<file path="config.mk">
export PLATFORM = sky130hd
export DESIGN_NAME = param_stack
export DESIGN_NICKNAME = d
export VERILOG_FILES = /design/src/rtl/stack_pkg.sv /design/src/rtl/stack_regfile.sv /design/src/rtl/param_stack.sv
export SDC_FILE = /design/constraint.sdc
export NUM_CORES = 1
export LEC_CHECK = 0
export CORE_ASPECT_RATIO = 1.75
export CORE_MARGIN = 10
export CORE_UTILIZATION = 30
export DETAILED_ROUTE_END_ITERATION = 16
export HOLD_SLACK_MARGIN = 0.06
export PLACE_DENSITY_LB_ADDON = 0.12
export RECOVER_POWER = 50
export SLEW_MARGIN = 20
export SYNTH_ARGS = -nofsm -noshare
export SYNTH_HDL_FRONTEND = slang
export SYNTH_SLANG_ARGS = --single-unit
</file>
<file path="constraint.sdc">
create_clock -name ctl -period 3.6 [get_ports ctl]
set_input_delay 0.36 -clock ctl [delete_from_list [all_inputs] [get_ports ctl]]
set_output_delay 0.36 -clock ctl [all_outputs]
set_load 0.01 [all_outputs]
</file>
<file path="src/rtl/stack_pkg.sv">
// Shared definitions for the parametrised LIFO stack:
// op codes, op width and the width helper.
package stack_pkg;

    localparam int OPW = 3;

    typedef enum logic [OPW-1:0] {
        OP_NOP     = 3'd0,
        OP_PUSH    = 3'd1,
        OP_POP     = 3'd2,
        OP_SWAP    = 3'd3,
        OP_DUP     = 3'd4,
        OP_REPLACE = 3'd5,
        OP_CLEAR   = 3'd6,
        OP_RSVD    = 3'd7
    } op_e;

    function automatic int clog2(input int n);
        int r;
        int v;
        r = 0;
        v = 1;
        while (v < n) begin
            v = v * 2;
            r = r + 1;
        end
        return r;
    endfunction

endpackage

</file>
<file path="src/rtl/stack_regfile.sv">
// Entry storage for param_stack: one write port, a two-entry
// swap strobe, a clear-all strobe and three combinational reads.
module stack_regfile
    import stack_pkg::*;
#(
    parameter int WIDTH = 4,
    parameter int DEPTH = 4,
    parameter int IW    = clog2(DEPTH)
) (
    input  logic             clk,
    input  logic             rst,
    input  logic             we,
    input  logic [IW-1:0]    waddr,
    input  logic [WIDTH-1:0] wdata,
    input  logic             swap,
    input  logic [IW-1:0]    saddr,
    input  logic             clr,
    input  logic [IW-1:0]    ta,
    input  logic [IW-1:0]    na,
    input  logic [IW-1:0]    pa,
    output logic [WIDTH-1:0] td,
    output logic [WIDTH-1:0] nd,
    output logic [WIDTH-1:0] pd
);

    logic [WIDTH-1:0] mem [DEPTH];
    logic [IW-1:0]    sb;

    // swap exchanges saddr with the entry directly above it
    assign sb = saddr + IW'(1);

    always_ff @(posedge clk or posedge rst) begin
        if (rst) begin
            mem <= '{default: '0};
        end else if (clr) begin
            mem <= '{default: '0};
        end else if (swap) begin
            mem[saddr] <= mem[sb];
            mem[sb]    <= mem[saddr];
        end else if (we) begin
            mem[waddr] <= wdata;
        end
    end

    assign td = mem[ta];
    assign nd = mem[na];
    assign pd = mem[pa];

endmodule

</file>
<file path="src/rtl/param_stack.sv">
// Parametrised LIFO stack: count, op decode with legality
// checks, sticky overflow/underflow flags and an error pulse.
module param_stack
    import stack_pkg::*;
#(
    parameter int WIDTH = 4,
    parameter int DEPTH = 4,
    parameter int CW    = clog2(DEPTH + 1),
    parameter int IW    = clog2(DEPTH)
) (
    input  logic             ctl,
    input  logic             rst,
    input  logic             op_valid,
    input  logic [OPW-1:0]   op,
    input  logic [WIDTH-1:0] din,
    output logic [WIDTH-1:0] top_data,
    output logic [WIDTH-1:0] next_data,
    input  logic [IW-1:0]    peek_idx,
    output logic [WIDTH-1:0] peek_data,
    output logic [CW-1:0]    count,
    output logic             full,
    output logic             empty,
    output logic             overflow,
    output logic             underflow,
    output logic             err,
    input  logic             err_clr
);

    logic             lt2;
    logic             pk_ok;
    logic [IW-1:0]    ta;
    logic [IW-1:0]    na;
    logic [IW-1:0]    pa;
    logic [IW-1:0]    wa;
    logic [WIDTH-1:0] td;
    logic [WIDTH-1:0] nd;
    logic [WIDTH-1:0] pd;

    logic             we;
    logic [IW-1:0]    waddr;
    logic [WIDTH-1:0] wdata;
    logic             swap;
    logic             clr;
    logic [CW-1:0]    cnt_nxt;
    logic             ovf_ev;
    logic             unf_ev;

    assign full  = (count == CW'(DEPTH));
    assign empty = (count == '0);
    assign lt2   = (count < CW'(2));
    assign pk_ok = (CW'(peek_idx) < count);

    assign ta = IW'(count - CW'(1));
    assign na = IW'(count - CW'(2));
    assign pa = IW'(count - CW'(1) - CW'(peek_idx));
    assign wa = IW'(count);

    // index arithmetic wraps when out of range, so gate the reads
    assign top_data  = empty ? '0 : td;
    assign next_data = lt2   ? '0 : nd;
    assign peek_data = pk_ok ? pd : '0;

    always_comb begin
        we      = 1'b0;
        waddr   = wa;
        wdata   = din;
        swap    = 1'b0;
        clr     = 1'b0;
        cnt_nxt = count;
        ovf_ev  = 1'b0;
        unf_ev  = 1'b0;
        if (op_valid) begin
            unique case (op_e'(op))
                OP_PUSH: begin
                    if (full) begin
                        ovf_ev = 1'b1;
                    end else begin
                        we      = 1'b1;
                        cnt_nxt = count + CW'(1);
                    end
                end
                OP_POP: begin
                    if (empty) begin
                        unf_ev = 1'b1;
                    end else begin
                        we      = 1'b1;
                        waddr   = ta;
                        wdata   = '0;
                        cnt_nxt = count - CW'(1);
                    end
                end
                OP_SWAP: begin
                    if (lt2) unf_ev = 1'b1;
                    else     swap   = 1'b1;
                end
                OP_DUP: begin
                    if (empty) begin
                        unf_ev = 1'b1;
                    end else if (full) begin
                        ovf_ev = 1'b1;
                    end else begin
                        we      = 1'b1;
                        wdata   = td;
                        cnt_nxt = count + CW'(1);
                    end
                end
                OP_REPLACE: begin
                    if (empty) begin
                        unf_ev = 1'b1;
                    end else begin
                        we    = 1'b1;
                        waddr = ta;
                    end
                end
                OP_CLEAR: begin
                    clr     = 1'b1;
                    cnt_nxt = '0;
                end
                default: ;
            endcase
        end
    end

    always_ff @(posedge ctl or posedge rst) begin
        if (rst) begin
            count     <= '0;
            overflow  <= 1'b0;
            underflow <= 1'b0;
            err       <= 1'b0;
        end else begin
            count <= cnt_nxt;
            err   <= ovf_ev | unf_ev;
            if (clr) begin
                overflow  <= 1'b0;
                underflow <= 1'b0;
            end else begin
                overflow  <= ovf_ev | (overflow & ~err_clr);
                underflow <= unf_ev | (underflow & ~err_clr);
            end
        end
    end

    stack_regfile #(
        .WIDTH (WIDTH),
        .DEPTH (DEPTH),
        .IW    (IW)
    ) u_rf (
        .clk   (ctl),
        .rst   (rst),
        .we    (we),
        .waddr (waddr),
        .wdata (wdata),
        .swap  (swap),
        .saddr (na),
        .clr   (clr),
        .ta    (ta),
        .na    (na),
        .pa    (pa),
        .td    (td),
        .nd    (nd),
        .pd    (pd)
    );

endmodule

</file>
==> results of run 1 <==
==> synthesized netlist by cell type, drive strengths merged <==
master,n
xnor2,1
o21bai,1
a21o,2
mux2i,4
buf,10
nor3b,3
clkbuf,4
o22ai,9
o211ai,1
nor2,12
o22a,2
a22oi,7
nand3,2
mux4,12
ha,8
or4,2
a21boi,1
and3,2
o31ai,3
and3b,1
and2b,1
nand2,13
a32oi,3
o21ba,1
a211oi,1
o21ai,17
nor2b,12
inv,13
mux2,4
a21oi,16
a221oi,3
and2,3
nand2b,10
a221o,2
nand3b,1
o221a,5
o2111ai,1
a22o,3
o221ai,1
o21a,3
dfrtp,22
a32o,3
nor3,3
xor2,1
==> placed cells by master (no fill, tap or decap), types with 2 or more instances in the layout <==
master            n
a221o_1           2
a22oi_1           7
mux2i_1           3
inv_1            13
nor3_2            3
a221oi_1          3
nand2b_1          9
or4_1             2
o22a_1            2
nand3_1           2
a32oi_1           3
a22o_1            3
clkdlybuf4s50_1  25
a21o_1            2
dfrtp_1          22
nor3b_1           2
o221a_2           3
nor2b_1          12
mux4_2           12
o22ai_1           9
o21a_1            3
dlygate4sd3_1     7
o221a_1           2
a21oi_1          15
nand2_1          13
ha_1              8
nor2_1           11
buf_4             8
and2_1            2
o31ai_1           3
mux2_2            4
a32o_1            3
o21ai_1          10
clkbuf_16         3
and3_1            2
o21ai_0           7
==> critical path: cells and delay by family, from the launching register on <==
| family | cells | cell delay [ns] |
|---|---|---|
| buf+inv | 3 | 0.90 |
| mux | 1 | 0.48 |
| flops | 1 | 0.38 |
| fa+ha+maj | 1 | 0.32 |
| xor+xnor | 1 | 0.18 |
| simple gates | 1 | 0.14 |
==> power groups by stage <==
stage	clock, mW	sequential [mW]	combinational [mW]
after detailed placement	0	0.494	1.96
final	0.269	0.490	1.95
after floorplan	0	0.441	1.25
after CTS	0.272	0.490	1.97
after global placement	0	0.498	1.97
after global routing	0.283	0.508	2.11
==> final cells by class <==
cell class | count | area [sq um] | share of cell area, %
multi-input cells | 180 | 1480 | 55.8
clock buffers | 4 | 88.8 | 3.35
inverters | 13 | 48.8 | 1.84
flip-flops and latches | 22 | 551 | 20.7
repair buffers | 40 | 380 | 14.3
well taps | 84 | 105 | 3.96
==> worst max-delay path by stage <==
stage | start | endpoint | slack (ns) | cells after the start
2_1_floorplan | count[0]$_DFFE_PP0P_ | peek_data[0] | 0.71 | 8
3_3_place_gp | peek_idx[0] | peek_data[0] | 0.64 | 8
3_5_place_dp | peek_idx[0] | peek_data[0] | 0.63 | 8
4_1_cts | count[1]$_DFFE_PP0P_ | peek_data[0] | 0.52 | 7
5_1_grt | count[0]$_DFFE_PP0P_ | peek_data[0] | 0.41 | 8
6_report | count[1]$_DFFE_PP0P_ | peek_data[0] | 0.58 | 7
==> flip-flops by register name, indices dropped and copies added (netlist names) <==
name,cells
overflow,1
err,1
underflow,1
u_rf.mem,16
count,3
==> metrics by stage <==
step | instances | hold WS, ns | utilization [%] | total power, mW | worst slack, ns
6_report | 343 | 0.540 | 38.2 | 2.70 | 0.576
5_1_grt | 343 | 0.581 | 38.2 | 2.90 | 0.414
2_1_floorplan | 229 | 0.349 | - | 1.69 | 0.712
4_1_cts | 343 | 0.551 | 38.2 | 2.73 | 0.522
3_3_place_gp | 339 | 0.533 | 36.9 | 2.46 | 0.640
3_5_place_dp | 339 | 0.537 | 36.9 | 2.45 | 0.631
==> metal layers <==
layer | vias up | routed length, um | GRT usage, %
met1 | 996 | 2510 | 13.1
li1 | 939 | - | -
met2 | 53 | 4210 | 24.8
met4 | 0 | 204 | 5.42
met5 | - | 0 | 0
met3 | 15 | 318 | 1.98
==> cells by family (layout without fill, tap and decap cells) <==
logic type	after synthesis	after routing	share of synthesized area, %
buffers and inverters	27	57	5.91
AND/OR/NAND/NOR	65	65	17.8
flip-flops	22	22	25.5
multiplexers	20	20	17.0
AO/OA/AOI/OAI	85	85	28.3
adder cells (fa/ha/maj)	8	8	4.64
XOR/XNOR	2	2	0.811
==> reports/metrics.csv, run 1 <==
metric;value;unit
status;finished, final reports clean;
Antenna Nets Post-Route;0;
worst skew pair latency;0.26;ns
vias in the first global route;2151;
layout cell share with drive strength beyond 1;15.8;%
Die W;84.1;um
H-tree depth;1;
R2R depth;9;
final setup violation count;0;
origin of the critical flop-to-flop path;count[1]$_DFFE_PP0P_;
area grow syn2layout;22.9;%
clock share of power;9.9;%
Initial Util;31.0;%
PD cells;1020;nW/um^2
drt first pass iters;4;
Largest stage delay, worst path;0.48;ns
via count;2003;
Yosys reg bits;22;
VDD IR max;0.430;mV
DRC violations left;0;
CP required;3.24;ns
Max-cap violations;0;
Iter 0 DRT Violations;172;
share of the synthesized area in the top cell type;25.5;%
hold crit path type;flop to flop;
Synth Net Count;250;
post-route design area;2660;sq um
Clock Pin Slew Worst Setup and Hold Paths;0.06;ns
GRT overflow;0;
Combinational Power Share;71.9;%
LEAKAGE;1.08;nW
Ant. Diodes;0;
first-pass GRT wire length;11800;um
startpoint types;flop;
total CTS buffers;3;
final WL;7240;um
Placed Instance Area;2570;sq um
Synth area leaders;dfrtp_1, mux4_2, ha_1, a21oi_1, nor2b_1;
routed len/inst;21.1;um
CTS tree;done;
Synth warnings;0;
Seq pwr share;18.1;%
min Tclk post-route;3.02;ns
Core ar.;6960;sq um
Avg Inst Size Synth;9.43;sq um
post-synthesis sequential area ratio;25.5;%
Nets;281;
Hold Crit Start;underflow$_DFF_PP0_;
critical path endpoint category;output pin;
crit path cell chain;inv_1 > ha_1 > xnor2_1 > buf_4 > mux4_2 > nor2b_1 > clkdlybuf4s50_1;
I/O pins;33;
crit path DAT;2.66;ns
Die Area;11100;sq um
worst slew pin tran;0.899;ns
number of gates resized after CTS;0;
total negative slack;0;ns
Hold Vio Cnt, Final;0;
Post-Syn Instances;229;
Max Root-Sink Buffers;2;
switch share;45.4;%
GRT Overall Usage;12.9;%
Post-DP HPWL;5760;um
Fill cells;714;
FMAX;331;MHz
Net Sw Power;1.23;mW
routability cong.;0.931;
relative slew slack;40.0;%
setup slack, reg-to-reg;0.87;ns
via-per-instance ratio;5.84;
hold-fix buffers at CTS;0;
Reg-to-Reg End;u_rf.mem[11]$_DFFE_PP0P_;
WS Path Type;flop to output pin;
Final Cycle Share;84.0;%
RSZ-0062 raised after global routing;no;
P_int;1.48;mW
initial antenna violation count;0;
worst-case clock skew;0.00195;ns
clock sink count;22;
largest net degree at the start of global routing;23;
Die Height;132;um
worst hold stages;2;
Slew Limit Fails;0;
post-synth top area cell;dfrtp_1;
Netlist cell types;54;
Hold EP;underflow$_DFF_PP0_;
critical path's slowest cell;mux4_2;
root buffer cell;clkbuf_16;
number of port buffers;32;
Crit Path Max Fanout;9;
Setup Buffers After CTS;0;
cell row count;40;
Post-Syn Area;2160;sq um
Note: power is estimated with default switching activity, not from simulation.
==> run 2, diff against run 1 <==
==> constraint.sdc (replaced) <==
create_clock -name ctl -period 2.96 [get_ports ctl]
set_input_delay 0.296 -clock ctl [delete_from_list [all_inputs] [get_ports ctl]]
set_output_delay 0.296 -clock ctl [all_outputs]
set_load 0.01 [all_outputs]
==> reports/metrics.csv, run 2 (synthesized netlist as in run 1, its figures left out) <==
metric;value;unit
Iter 0 DRT Violations;101;
Final Cycle Share;93.9;%
FMAX;360;MHz
Hold Vio Cnt, Final;0;
max reg flops;16;
Slew Limit Fails;0;
total CTS buffers;3;
relative slew slack;41.7;%
Die Height;132;um
LEAKAGE;1.11;nW
Die Area;11100;sq um
Reg with most FFs;u_rf.mem;
final WL;7380;um
setup slack, reg-to-reg;0.37;ns
Core ar.;6960;sq um
first-pass GRT wire length;12000;um
WS Path Type;flop to output pin;
GRT overflow;0;
Largest regs;u_rf.mem (16), count (3);
DRC violations left;0;
Max-cap violations;0;
startpoint types;flop;
Ant. Diodes;0;
CTS tree;done;
crit path DAT;2.48;ns
Critical Path Sink;top_data[2];
min Tclk post-route;2.78;ns
CP required;2.66;ns
Die W;84.1;um
Clock Pin Slew Worst Setup and Hold Paths;0.06;ns
Crit Path Max Fanout;17;
final setup violation count;0;
GRT Overall Usage;13.2;%
root buffer cell;clkbuf_16;
Max Root-Sink Buffers;2;
number of port buffers;32;
I/O pins;33;
via count;2034;
worst hold stages;2;
routed len/inst;21.2;um
most common cell after layout, fill and taps aside;clkdlybuf4s50_1;
RSZ-0062 raised after global routing;no;
R2R depth;7;
routability cong.;0.893;
worst slew pin tran;0.874;ns
via-per-instance ratio;5.84;
Antenna Nets Post-Route;0;
clock sink count;22;
H-tree depth;1;
Nets;286;
Initial Util;31.0;%
cell row count;40;
critical path launch point;count[0]$_DFFE_PP0P_;
layout cell share with drive strength beyond 1;18.9;%
critical path endpoint category;output pin;
worst-case clock skew;0.00396;ns
drt first pass iters;4;
VDD IR max;0.437;mV
vias in the first global route;2191;
Reg-to-Reg End;u_rf.mem[14]$_DFFE_PP0P_;
initial antenna violation count;0;
worst skew pair latency;0.26;ns
status;finished, final reports clean;
hold crit path type;flop to flop;
Hold WS;0.535;ns
largest net degree at the start of global routing;23;
most frequent cells in the layout;clkdlybuf4s50_1, dfrtp_1, a21oi_1, nand2_1;
total negative slack;0;ns
Post-DP HPWL;5880;um
origin of the critical flop-to-flop path;count[0]$_DFFE_PP0P_;
PD cells;1260;nW/um^2
area grow syn2layout;26.6;%
-- run 2: cell count changes in the layout (fill, tap and decap cells not counted), sizes merged --
cell | before | now
buf | 8 | 13
clkbuf | 4 | 3
bufinv | 0 | 1
-- run 2: worst min-delay path by stage --
stage	slack (ns)	endpoint	startpoint
global placement	0.53	overflow$_DFF_PP0_	overflow$_DFF_PP0_
CTS	0.55	u_rf.mem[13]$_DFFE_PP0P_	rst
floorplan	0.29	count[0]$_DFFE_PP0P_	rst
detailed placement	0.53	u_rf.mem[5]$_DFFE_PP0P_	u_rf.mem[5]$_DFFE_PP0P_
finish	0.53	underflow$_DFF_PP0_	underflow$_DFF_PP0_
global route	0.58	underflow$_DFF_PP0_	underflow$_DFF_PP0_
-- run 2: routing by layer --
layer  part of all wire (%)  global-route usage (%)
met5                      0                       0
met1                     34                    12.8
met2                     58                    25.8
met4                    4.1                    6.07
met3                    3.4                    1.98
-- run 2: worst max-delay path, stage by stage (launching register included) --
cell,delay [ns]
dfrtp_2,0.41
inv_2,0.09
ha_4,0.30
buf_6,0.19
mux4_2,0.59
inv_1,0.11
nor2_1,0.05
clkdlybuf4s50_1,0.48
-- run 2: area by class of cell --
type	count	area, sq um
Multi-Input combinational cell	180	1500
Clock buffer	3	75.1
Inverter	13	48.8
Tap cell	84	105
Clock inverter	1	30.0
Timing Repair Buffer	45	422
Fill cell	709	4220
Sequential cell	22	552
-- run 2: repair_timing --
action | 4_1_cts | 5_1_grt
setup endpoints to repair | 1 | 5
hold buffers | 0 | 0
gates resized for setup | 1 | 4
buffers inserted | 0 | 0
-- run 2: report_power, final --
group	switching, mW	leakage, nW	internal, mW
clock	0.121	0.0511	0.269
combinational	1.23	0.787	1.22
sequential	0.162	0.275	0.433
total	1.51	1.11	1.92
-- run 2: metrics by stage --
stage	std cells	utilization (%)	setup slack [ns]	instance area, sq um	total power [mW]
CTS	348	39.0	0.00110	2710	3.42
finish	348	39.3	0.180	2730	3.43
detailed placement	344	37.4	0.182	2600	3.00
floorplan	229	-	0.136	2160	2.06
global placement	344	37.4	0.187	2600	3.01
global route	348	39.3	0.0621	2730	3.67
==> run 3, diff against run 2 <==
--- a/config.mk
+++ b/config.mk
@@ -12,6 +12,7 @@
 export HOLD_SLACK_MARGIN = 0.06
 export PLACE_DENSITY_LB_ADDON = 0.12
 export RECOVER_POWER = 50
+export SKIP_LAST_GASP = 1
 export SLEW_MARGIN = 20
 export SYNTH_ARGS = -nofsm -noshare
 export SYNTH_HDL_FRONTEND = slang
==> results of run 3 <==
No change in the layout: final DEF, timing and power equal those of run 2.
